**config.mk**
```make
export PLATFORM = sky130hd
export DESIGN_NAME = obuf_requant_drain
export DESIGN_NICKNAME = d
export VERILOG_FILES = /design/src/rtl/mac_pkg.sv /design/src/rtl/lane_requant.sv /design/src/rtl/obuf_requant_drain.sv
export SDC_FILE = /design/constraint.sdc
export NUM_CORES = 1
export LEC_CHECK = 0
export ABC_CLOCK_PERIOD_IN_PS = 8010
export CAP_MARGIN = 10
export CORE_AREA = 3 3 169 171
export DETAILED_ROUTE_END_ITERATION = 8
export DIE_AREA = 0 0 172 174
export DONT_BUFFER_PORTS = 1
export SYNTH_ARGS = -nofsm -noshare
export SYNTH_HDL_FRONTEND = slang
export SYNTH_HIERARCHICAL = 1
export SYNTH_SLANG_ARGS = --single-unit
```
**constraint.sdc**
```tcl
create_clock -name clk -period 8.01 [get_ports clk]
set_input_delay 2.403 -clock clk [delete_from_list [all_inputs] [get_ports clk]]
set_output_delay 2.403 -clock clk [all_outputs]
set_load 0.03 [all_outputs]
```
**src/rtl/mac_pkg.sv**
```systemverilog
// Shared constants and lookup helpers for the output-buffer requant drain path.
package mac_pkg;

  localparam int IN_W    = 128;
  localparam int OUT_W   = 8;
  localparam int SHIFT_W = 5;

  localparam logic [1:0] MODE_2B  = 2'b00;
  localparam logic [1:0] MODE_4B  = 2'b01;
  localparam logic [1:0] MODE_8B  = 2'b10;
  localparam logic [1:0] MODE_BAD = 2'b11;

  localparam int OUT_MIN = -128;
  localparam int OUT_MAX = 127;

  typedef enum logic {
    ST_IDLE  = 1'b0,
    ST_DRAIN = 1'b1
  } drain_state_e;

  function automatic logic [4:0] lane_count(input logic [1:0] mode);
    case (mode)
      MODE_2B: return 5'd16;
      MODE_4B: return 5'd4;
      default: return 5'd1;
    endcase
  endfunction

  function automatic logic [4:0] lane_width(input logic [1:0] mode);
    case (mode)
      MODE_2B: return 5'd8;
      MODE_4B: return 5'd12;
      default: return 5'd20;
    endcase
  endfunction

endpackage

```
**src/rtl/lane_requant.sv**
```systemverilog
// Combinational per-lane requantizer: rounding arithmetic right shift, then
// saturation to signed 8 bit. Macro RELU_EN clamps negative results to zero.
module lane_requant
  import mac_pkg::*;
(
  input  logic signed [20:0]        lane,
  input  logic        [SHIFT_W-1:0] shift,
  output logic signed [OUT_W-1:0]   result
);

  logic        [21:0] rnd;
  logic signed [21:0] sum;
  logic signed [21:0] shifted;

  always_comb begin
    rnd = '0;
    if (shift != '0) rnd = 22'd1 << (shift - SHIFT_W'(1));
    // one guard bit keeps the half-LSB rounding add from overflowing
    sum     = {lane[20], lane} + rnd;
    shifted = sum >>> shift;
    if (shifted > 22'(OUT_MAX))
      result = OUT_W'(OUT_MAX);
    else if (shifted < 22'(OUT_MIN))
      result = OUT_W'(OUT_MIN);
    else
      result = shifted[OUT_W-1:0];
`ifdef RELU_EN
    if (result[OUT_W-1]) result = '0;
`endif
  end

endmodule

```
**src/rtl/obuf_requant_drain.sv**
```systemverilog
// Unpacks one packed accumulator word per batch and streams requantized lanes
// out one per cycle. Optional macro RELU_EN (in lane_requant) zeroes negatives.
//
//   state    | meaning
//   ST_IDLE  | no word held; in_ready=1, out_valid=0
//   ST_DRAIN | presenting lanes of the captured word; out_valid=1
module obuf_requant_drain
  import mac_pkg::*;
(
  input  logic               clk,
  input  logic               rst,
  input  logic               in_valid,
  output logic               in_ready,
  input  logic [IN_W-1:0]    in_data,
  input  logic [1:0]         in_mode,
  input  logic [SHIFT_W-1:0] in_shift,
  output logic               out_valid,
  input  logic               out_ready,
  output logic [OUT_W-1:0]   out_data,
  output logic [3:0]         out_lane,
  output logic               out_last,
  output logic               err_mode
);

  drain_state_e state;

  logic [IN_W-1:0]    cap_data;
  logic [1:0]         cap_mode;
  logic [SHIFT_W-1:0] cap_shift;

  logic               take;
  logic               adv;
  logic [IN_W-1:0]    src_data;
  logic [1:0]         src_mode;
  logic [SHIFT_W-1:0] src_shift;
  logic [3:0]         src_lane;
  logic               src_last;
  logic [7:0]         b8;
  logic [11:0]        b12;
  logic signed [20:0] lane_ext;
  logic signed [20:0] rq_lane;
  logic [SHIFT_W-1:0] rq_shift;
  logic signed [OUT_W-1:0] rq_out;

  assign in_ready = (state == ST_IDLE) || (out_ready && out_last);
  assign take     = in_valid && in_ready;
  assign adv      = out_valid && out_ready;

  // The lane computed here is the one that will be presented after the next
  // edge: lane 0 of the incoming word on capture, else the following lane.
  always_comb begin
    src_data  = take ? in_data  : cap_data;
    src_mode  = take ? in_mode  : cap_mode;
    src_shift = take ? in_shift : cap_shift;
    src_lane  = take ? 4'd0 : out_lane + 4'd1;

    b8  = '0;
    b12 = '0;
    for (int i = 0; i < 16; i++)
      if (src_lane == 4'(i)) b8 = src_data[8*i +: 8];
    for (int i = 0; i < 4; i++)
      if (src_lane[1:0] == 2'(i)) b12 = src_data[12*i +: 12];

    case (src_mode)
      MODE_4B: lane_ext = {{9{b12[11]}}, b12};
      MODE_8B: lane_ext = {src_data[19], src_data[19:0]};
      default: lane_ext = {{13{b8[7]}}, b8};
    endcase

    // Shifting out every magnitude bit leaves only the sign.
    if (src_shift >= lane_width(src_mode)) begin
      rq_lane  = {21{lane_ext[20]}};
      rq_shift = '0;
    end else begin
      rq_lane  = lane_ext;
      rq_shift = src_shift;
    end

    src_last = ({1'b0, src_lane} == lane_count(src_mode) - 5'd1);
  end

  lane_requant u_lane_requant (
    .lane   (rq_lane),
    .shift  (rq_shift),
    .result (rq_out)
  );

  always_ff @(posedge clk or posedge rst) begin
    if (rst) begin
      state     <= ST_IDLE;
      cap_data  <= '0;
      cap_mode  <= '0;
      cap_shift <= '0;
      out_valid <= 1'b0;
      out_data  <= '0;
      out_lane  <= '0;
      out_last  <= 1'b0;
      err_mode  <= 1'b0;
    end else begin
      err_mode <= 1'b0;
      if (take) begin
        cap_data  <= in_data;
        cap_mode  <= in_mode;
        cap_shift <= in_shift;
        if (in_mode == MODE_BAD) begin
          state     <= ST_IDLE;
          err_mode  <= 1'b1;
          out_valid <= 1'b0;
          out_lane  <= '0;
          out_last  <= 1'b0;
        end else begin
          state     <= ST_DRAIN;
          out_valid <= 1'b1;
          out_data  <= rq_out;
          out_lane  <= '0;
          out_last  <= src_last;
        end
      end else if (adv) begin
        if (out_last) begin
          state     <= ST_IDLE;
          out_valid <= 1'b0;
          out_lane  <= '0;
          out_last  <= 1'b0;
        end else begin
          out_data <= rq_out;
          out_lane <= src_lane;
          out_last <= src_last;
        end
      end
    end
  end

endmodule

```
==> impl_metrics.json, run 1 <==
{
  "clkSinkCount": 150,
  "die-width_um": 172,
  "finalClockSkew_ps": 11.0,
  "synth-seq-cells": 150,
  "worst_hold_path_type": "flop to flop",
  "antenna_found_initial": 5,
  "syn_avg_cell_area_um2": 8.01,
  "grt_start_max_net_pins": 78,
  "overall_die_area_um2": 29900,
  "drc": 0,
  "vias_per_cell": 6.25,
  "layout-area-overhead-vs-synth_pct": 27.6,
  "worst-r2r-setup-slack_ps": 840,
  "postSynth.topFlopCell": "dfrtp_1",
  "cts_hold_repair_buffers": 0,
  "finalHoldViolCount": 0,
  "final_layout_size_suffix_gt1_share_pct": 30.5,
  "globalRouteOverflowTotal": 0,
  "fmax_mhz": 122,
  "cts_max_level": 4,
  "worst_r2r_startpoint": "out_lane[2]$_DFFE_PP0P_",
  "slew_at_the_pin_with_the_worst_max_slew_slack_ps": 1040,
  "worst_r2r_path_depth": 21,
  "hold_slack_ps": 474,
  "critical_path.max_stage_delay_ps": 510,
  "drt_iter0_drc": 1421,
  "timing.hold.worst.start": "cap_data[64]$_DFF_PP0_",
  "design_area_um2": 15600,
  "numCtsBuffers": 17,
  "synth-async-reset-ratio_pct": 100,
  "hold_end": "cap_data[64]$_DFF_PP0_",
  "synth.distinct_cells": 112,
  "die-height_um": 174,
  "crit_path_class": "input pin to flop",
  "rr_endpoint": "out_data[4]$_DFFE_PP0P_",
  "timing.critical_path.required_ps": 8340,
  "detailed_place.area_um2": 14500,
  "wire_per_inst_um": 23.6,
  "worst_path_max_delay_cell": "or4_4",
  "crit_path_max_fanout": 7,
  "synth.yosys.seq_area_share_pct": 30.7,
  "syn_nets": 1693,
  "groute.usage.overall_pct": 32.5,
  "fp.coreArea_um2": 27000,
  "weighted_congestion_reported_at_the_end_of_routability_driven_placement": 1.02,
  "cts_buffer_depth": 2,
  "hold-path-cell-count": 2,
  "dpl.hpwl_mm": 38.7,
  "finalCritPeriodShare_pct": 102,
  "path_clk_slew_ps": 70,
  "final_net_count": 1908,
  "final-max-slew-violation-count": 0,
  "drt_antenna_net_count": 0,
  "routed-via-count": 13099,
  "via_count_of_the_first_global_routing_pass": 12790,
  "layout_setup_ws_ps": -176,
  "violations": "negative setup slack",
  "placementRows": 60,
  "global_route_wire_length_before_repair_mm": 74.9,
  "cts_root_buffer": "clkbuf_16",
  "start_util_pct": 45.2,
  "firstDrtPassIters": 7,
  "syn-cell-area_um2": 12200,
  "postSynthCellCount": 1524,
  "critPathArrivalTime_ps": 8520,
  "final-setup-viol-count": 7,
  "grt_setup_unrepaired": "yes",
  "tritoncts": "yes",
  "floorplan.io_pins": 155,
  "final.min_clock_period_ps": 8190,
  "portBuffers": 0,
  "drv_cap": 0,
  "synth_edf_count": 0,
  "ys.warnings.count": 6,
  "outcome": "finished with violations",
  "slew_headroom_pct": 30.4,
  "worstSetupEndpointType": "flop",
  "clk_latency_ps": 440,
  "finalWirelength_mm": 49.5,
  "start_kind": "input pin"
}
## Yosys cell counts (all sizes together), types with 6 or more instances
cell	count	area share, %
or2	10	0.53
nand2b	13	0.73
or4	7	0.46
a32o	7	0.57
nand4	31	1.6
a31oi	14	0.72
dfrtp	150	31
mux2i	24	2.0
a21boi	15	0.98
a21o	19	1.2
nor4	10	0.51
a211oi	25	1.7
o211ai	22	1.4
nor2	89	2.8
xor2	6	0.65
and2	8	0.41
xnor2	12	1.1
a211o	9	0.66
a2bb2oi	7	0.50
a2111oi	7	0.55
o32ai	6	0.58
nand3	46	1.9
a21oi	74	3.3
o21ai	83	3.5
a221oi	10	0.86
mux4	9	1.7
a32oi	12	0.86
ha	29	3.0
o31ai	14	0.94
clkbuf	26	0.81
inv	33	1.0
nor3	40	1.8
and4	12	0.86
and3	9	0.46
nor2b	7	0.36
o22ai	12	0.67
nand2	394	12
mux2	45	4.1
a22oi	14	0.90
or3	7	0.36
o221ai	9	0.65
buf	81	3.9
## metal layers
metal,track usage (%),wire length [um]
met5,0,0
met4,8.38,1090
met3,11.3,5750
met2,46.1,20800
met1,47.1,21800
## worst max-delay path, delay by kind of cell
kind,cells,cell delay (ps)
AOI/OAI and AO/OA,11,2340
adders and majority gates,3,840
buffers and inverters,6,720
muxes,3,920
and+or+nand+nor,7,1270
## cell families (layout without fill, tap and decap cells)
kind of cell               Yosys count  in the layout  share of synthesized area (%)
buffers and inverters              140            368                           5.74
and+or+nand+nor                    697            697                           26.1
other                                0              4                              0
DFF                                150            150                           30.7
adders and majority gates           30             30                           3.13
muxes                               78             78                           7.78
AOI/OAI and AO/OA                  411            411                           24.8
xor gates and xnor gates            18             18                           1.72
## flip-flops by register name (all words and copies together) (netlist names)
signal and count:
cap_data 128, out_data 8, cap_shift 5, out_lane 4
cap_mode 2, err_mode 1, out_last 1, state 1
## cell usage in the layout, fill, tap and decap left out, drive strengths merged, types with 18 or more instances in the layout
cell type,n
dfrtp,150
a211oi,25
buf,303
a21oi,74
nand2,394
ha,29
nor2,89
nor3,40
inv,43
o211ai,22
nand4,31
a21o,19
clkbuf,18
nand3,46
mux2i,24
mux2,45
o21ai,83
## layout make-up
cell class	count	area, um2
Sequential cell	150	3750
Inverter	33	129
Timing Repair Buffer	303	2400
Clock buffer	18	439
Clock inverter	14	133
Multi-Input combinational cell	1234	8290
Tap cell	341	427
Fill cell	2467	11400
Antenna cell	4	10.0
## metrics by stage
stage | setup TNS (ps) | setup WS (ps) | util, % | instances
after CTS | 0 | 9.97 | 56.0 | 2083
after global placement | -3340 | -503 | 53.5 | 2048
after global routing | -2250 | -362 | 57.7 | 2097
final | -900 | -176 | 57.7 | 2097
after floorplan | -8850 | -1310 | - | 1524
after detailed placement | -4200 | -646 | 53.5 | 2048
## repair_timing
item                       4_1_cts  5_1_grt
pin swaps                       14       39
setup endpoints to repair        7        7
setup buffers                    3       10
gates cloned                     0        0
resized for setup               17       72
## worst max path at each step
stage | startpoint | endpoint | slack, ps
after global routing | out_ready | out_data[4]$_DFFE_PP0P_ | -360
after global placement | out_ready | out_data[5]$_DFFE_PP0P_ | -500
final | out_ready | out_data[4]$_DFFE_PP0P_ | -180
after CTS | out_ready | out_data[4]$_DFFE_PP0P_ | 10
after floorplan | out_ready | out_data[1]$_DFFE_PP0P_ | -1310
after detailed placement | out_ready | out_data[4]$_DFFE_PP0P_ | -650
Power of run 1 is not shown: default switching activity piles up to over one toggle a cycle in this logic, so the estimate is an artifact.
==> inputs of run 2 (changes only) <==
Settings changed: DONT_BUFFER_PORTS 1 to not set, PLACE_DENSITY set to 0.69, RECOVER_POWER set to 25.
==> impl_metrics.json, run 2 (synthesis gave the netlist of run 1 again) <==
{
  "drt_iter0_drc": 1972,
  "final.min_clock_period_ps": 8280,
  "start_util_pct": 45.2,
  "cpMostUsedCell": "ha_4",
  "violations": "negative setup slack",
  "timing.critical_path.required_ps": 8340,
  "worst_r2r_path_depth": 23,
  "start_kind": "input pin",
  "grt_setup_unrepaired": "yes",
  "clkSinkCount": 150,
  "cts_max_level": 4,
  "fmax_mhz": 121,
  "worst-r2r-setup-slack_ps": 890,
  "via_count_of_the_first_global_routing_pass": 13770,
  "worst_path_max_delay_cell": "or4_4",
  "drv_cap": 0,
  "worst_r2r_startpoint": "out_lane[1]$_DFFE_PP0P_",
  "drc": 0,
  "finalClockSkew_ps": 9.51,
  "final_cell_mix": "388 x buf_4, 381 x nand2_1, 150 x clkdlybuf4s50_1",
  "reg.largest.list": "cap_data x128, out_data x8, cap_shift x5",
  "wire_per_inst_um": 23.1,
  "fp.coreArea_um2": 27000,
  "tritoncts": "yes",
  "cts_root_buffer": "clkbuf_16",
  "final_layout_size_suffix_gt1_share_pct": 33.6,
  "mostFrequentLayoutCell": "buf_4",
  "dpl.hpwl_mm": 40.1,
  "critical_path.max_stage_delay_ps": 550,
  "critPathArrivalTime_ps": 8610,
  "path_clk_slew_ps": 70,
  "layout-area-overhead-vs-synth_pct": 49.7,
  "timing.critical_path.to": "out_data[2]$_DFFE_PP0P_",
  "clk_latency_ps": 450,
  "overall_die_area_um2": 29900,
  "launch_point_of_the_critical_path": "out_ready",
  "die-width_um": 172,
  "slew_at_the_pin_with_the_worst_max_slew_slack_ps": 973,
  "crit_path_max_fanout": 6,
  "crit_path_class": "input pin to flop",
  "hold_slack_ps": 478,
  "numCtsBuffers": 17,
  "die-height_um": 174,
  "num_antenna_cells": 0,
  "fill_cells": 2222,
  "finalWirelength_mm": 54.5,
  "placementRows": 60,
  "layout_setup_ws_ps": -270,
  "floorplan.io_pins": 155,
  "drt_antenna_net_count": 0,
  "vias_per_cell": 6.18,
  "worst_hold_path_type": "flop to flop",
  "grt_start_max_net_pins": 101,
  "antenna_found_initial": 0,
  "weighted_congestion_reported_at_the_end_of_routability_driven_placement": 1.01,
  "slew_headroom_pct": 34.7,
  "groute.usage.overall_pct": 35.1,
  "global_route_wire_length_before_repair_mm": 80.8,
  "largest_reg_flops": 128,
  "finalCritPeriodShare_pct": 103,
  "cts_hold_repair_buffers": 0,
  "finalHoldViolCount": 0,
  "globalRouteOverflowTotal": 0,
  "worstSetupEndpointType": "flop",
  "final-max-slew-violation-count": 0,
  "final-setup-viol-count": 7,
  "firstDrtPassIters": 5,
  "largest_register": "cap_data",
  "portBuffers": 154,
  "rr_endpoint": "out_data[2]$_DFFE_PP0P_",
  "cts_buffer_depth": 2,
  "routed-via-count": 14549,
  "outcome": "finished with violations",
  "final_net_count": 2169
}
run 2: changes by cell type in the layout (fill, tap and decap cells not counted), moves of 5 or more:
cell             before  now
nor2_1               77   72
ha_4                  3    8
nor2_4                2    7
ha_1                 20   14
buf_4               290  388
nand2_1             387  381
o21ai_1              26   21
buf_6                 4   10
clkdlybuf4s50_1       0  150
o21ai_2               2    9
run 2: worst max-delay path: cells and delay by family:
kind,cells,cell delay (ps)
adder cells (fa/ha/maj),3,710
buffers and inverters,5,520
multiplexers,3,1040
AND/OR/NAND/NOR,7,1560
AO/OA/AOI/OAI,11,2360
run 2: how the worst min path moves through the flow:
stage,cells past startpoint,slack [ps],from,to
6_report,2,480,cap_data[117]$_DFF_PP0_,cap_data[117]$_DFF_PP0_
5_1_grt,2,500,cap_data[124]$_DFF_PP0_,cap_data[124]$_DFF_PP0_
2_1_floorplan,2,440,cap_data[70]$_DFF_PP0_,cap_data[70]$_DFF_PP0_
3_5_place_dp,2,460,cap_data[124]$_DFF_PP0_,cap_data[124]$_DFF_PP0_
3_3_place_gp,2,460,cap_data[116]$_DFF_PP0_,cap_data[116]$_DFF_PP0_
4_1_cts,2,480,cap_data[124]$_DFF_PP0_,cap_data[124]$_DFF_PP0_
run 2: through the flow:
stage	setup TNS, ps	setup WS, ps	util [%]	instances	area (um2)
floorplan	-8850	-1310	-	1524	12400
global placement	-8720	-1270	60.1	2236	16200
detailed placement	-8370	-1210	60.1	2236	16200
CTS	-771	-137	66.1	2345	17900
global route	-2740	-430	67.6	2354	18300
finish	-1590	-270	67.6	2354	18300
run 2: repair_timing:
| item | CTS | global route |
|---|---|---|
| pin swaps | 36 | 43 |
| gates cloned | 2 | 1 |
| setup endpoints to repair | 7 | 8 |
| resized for setup | 93 | 73 |
| buffers inserted | 77 | 15 |
run 2: metal layers:
layer	routed length (um)	GRT usage [%]	up-vias	share of wire, %
met5	0	0	-	0
met4	1260	8.48	0	2.3
met3	5990	8.53	123	11
met2	23000	49.9	924	42
met1	24200	53.4	6989	45
li1	-	-	6513	-
run 2: area by class of cell:
class	count	area, um2	share of cell area (%)
clock inverter	15	180	0.986
timing repair buffer	564	4850	26.5
inverter	33	129	0.705
tap	341	427	2.33
clock buffer	17	425	2.33
sequential	150	3750	20.5
multi-input combinational	1234	8520	46.6
Power of run 2 is left out for the same reason.
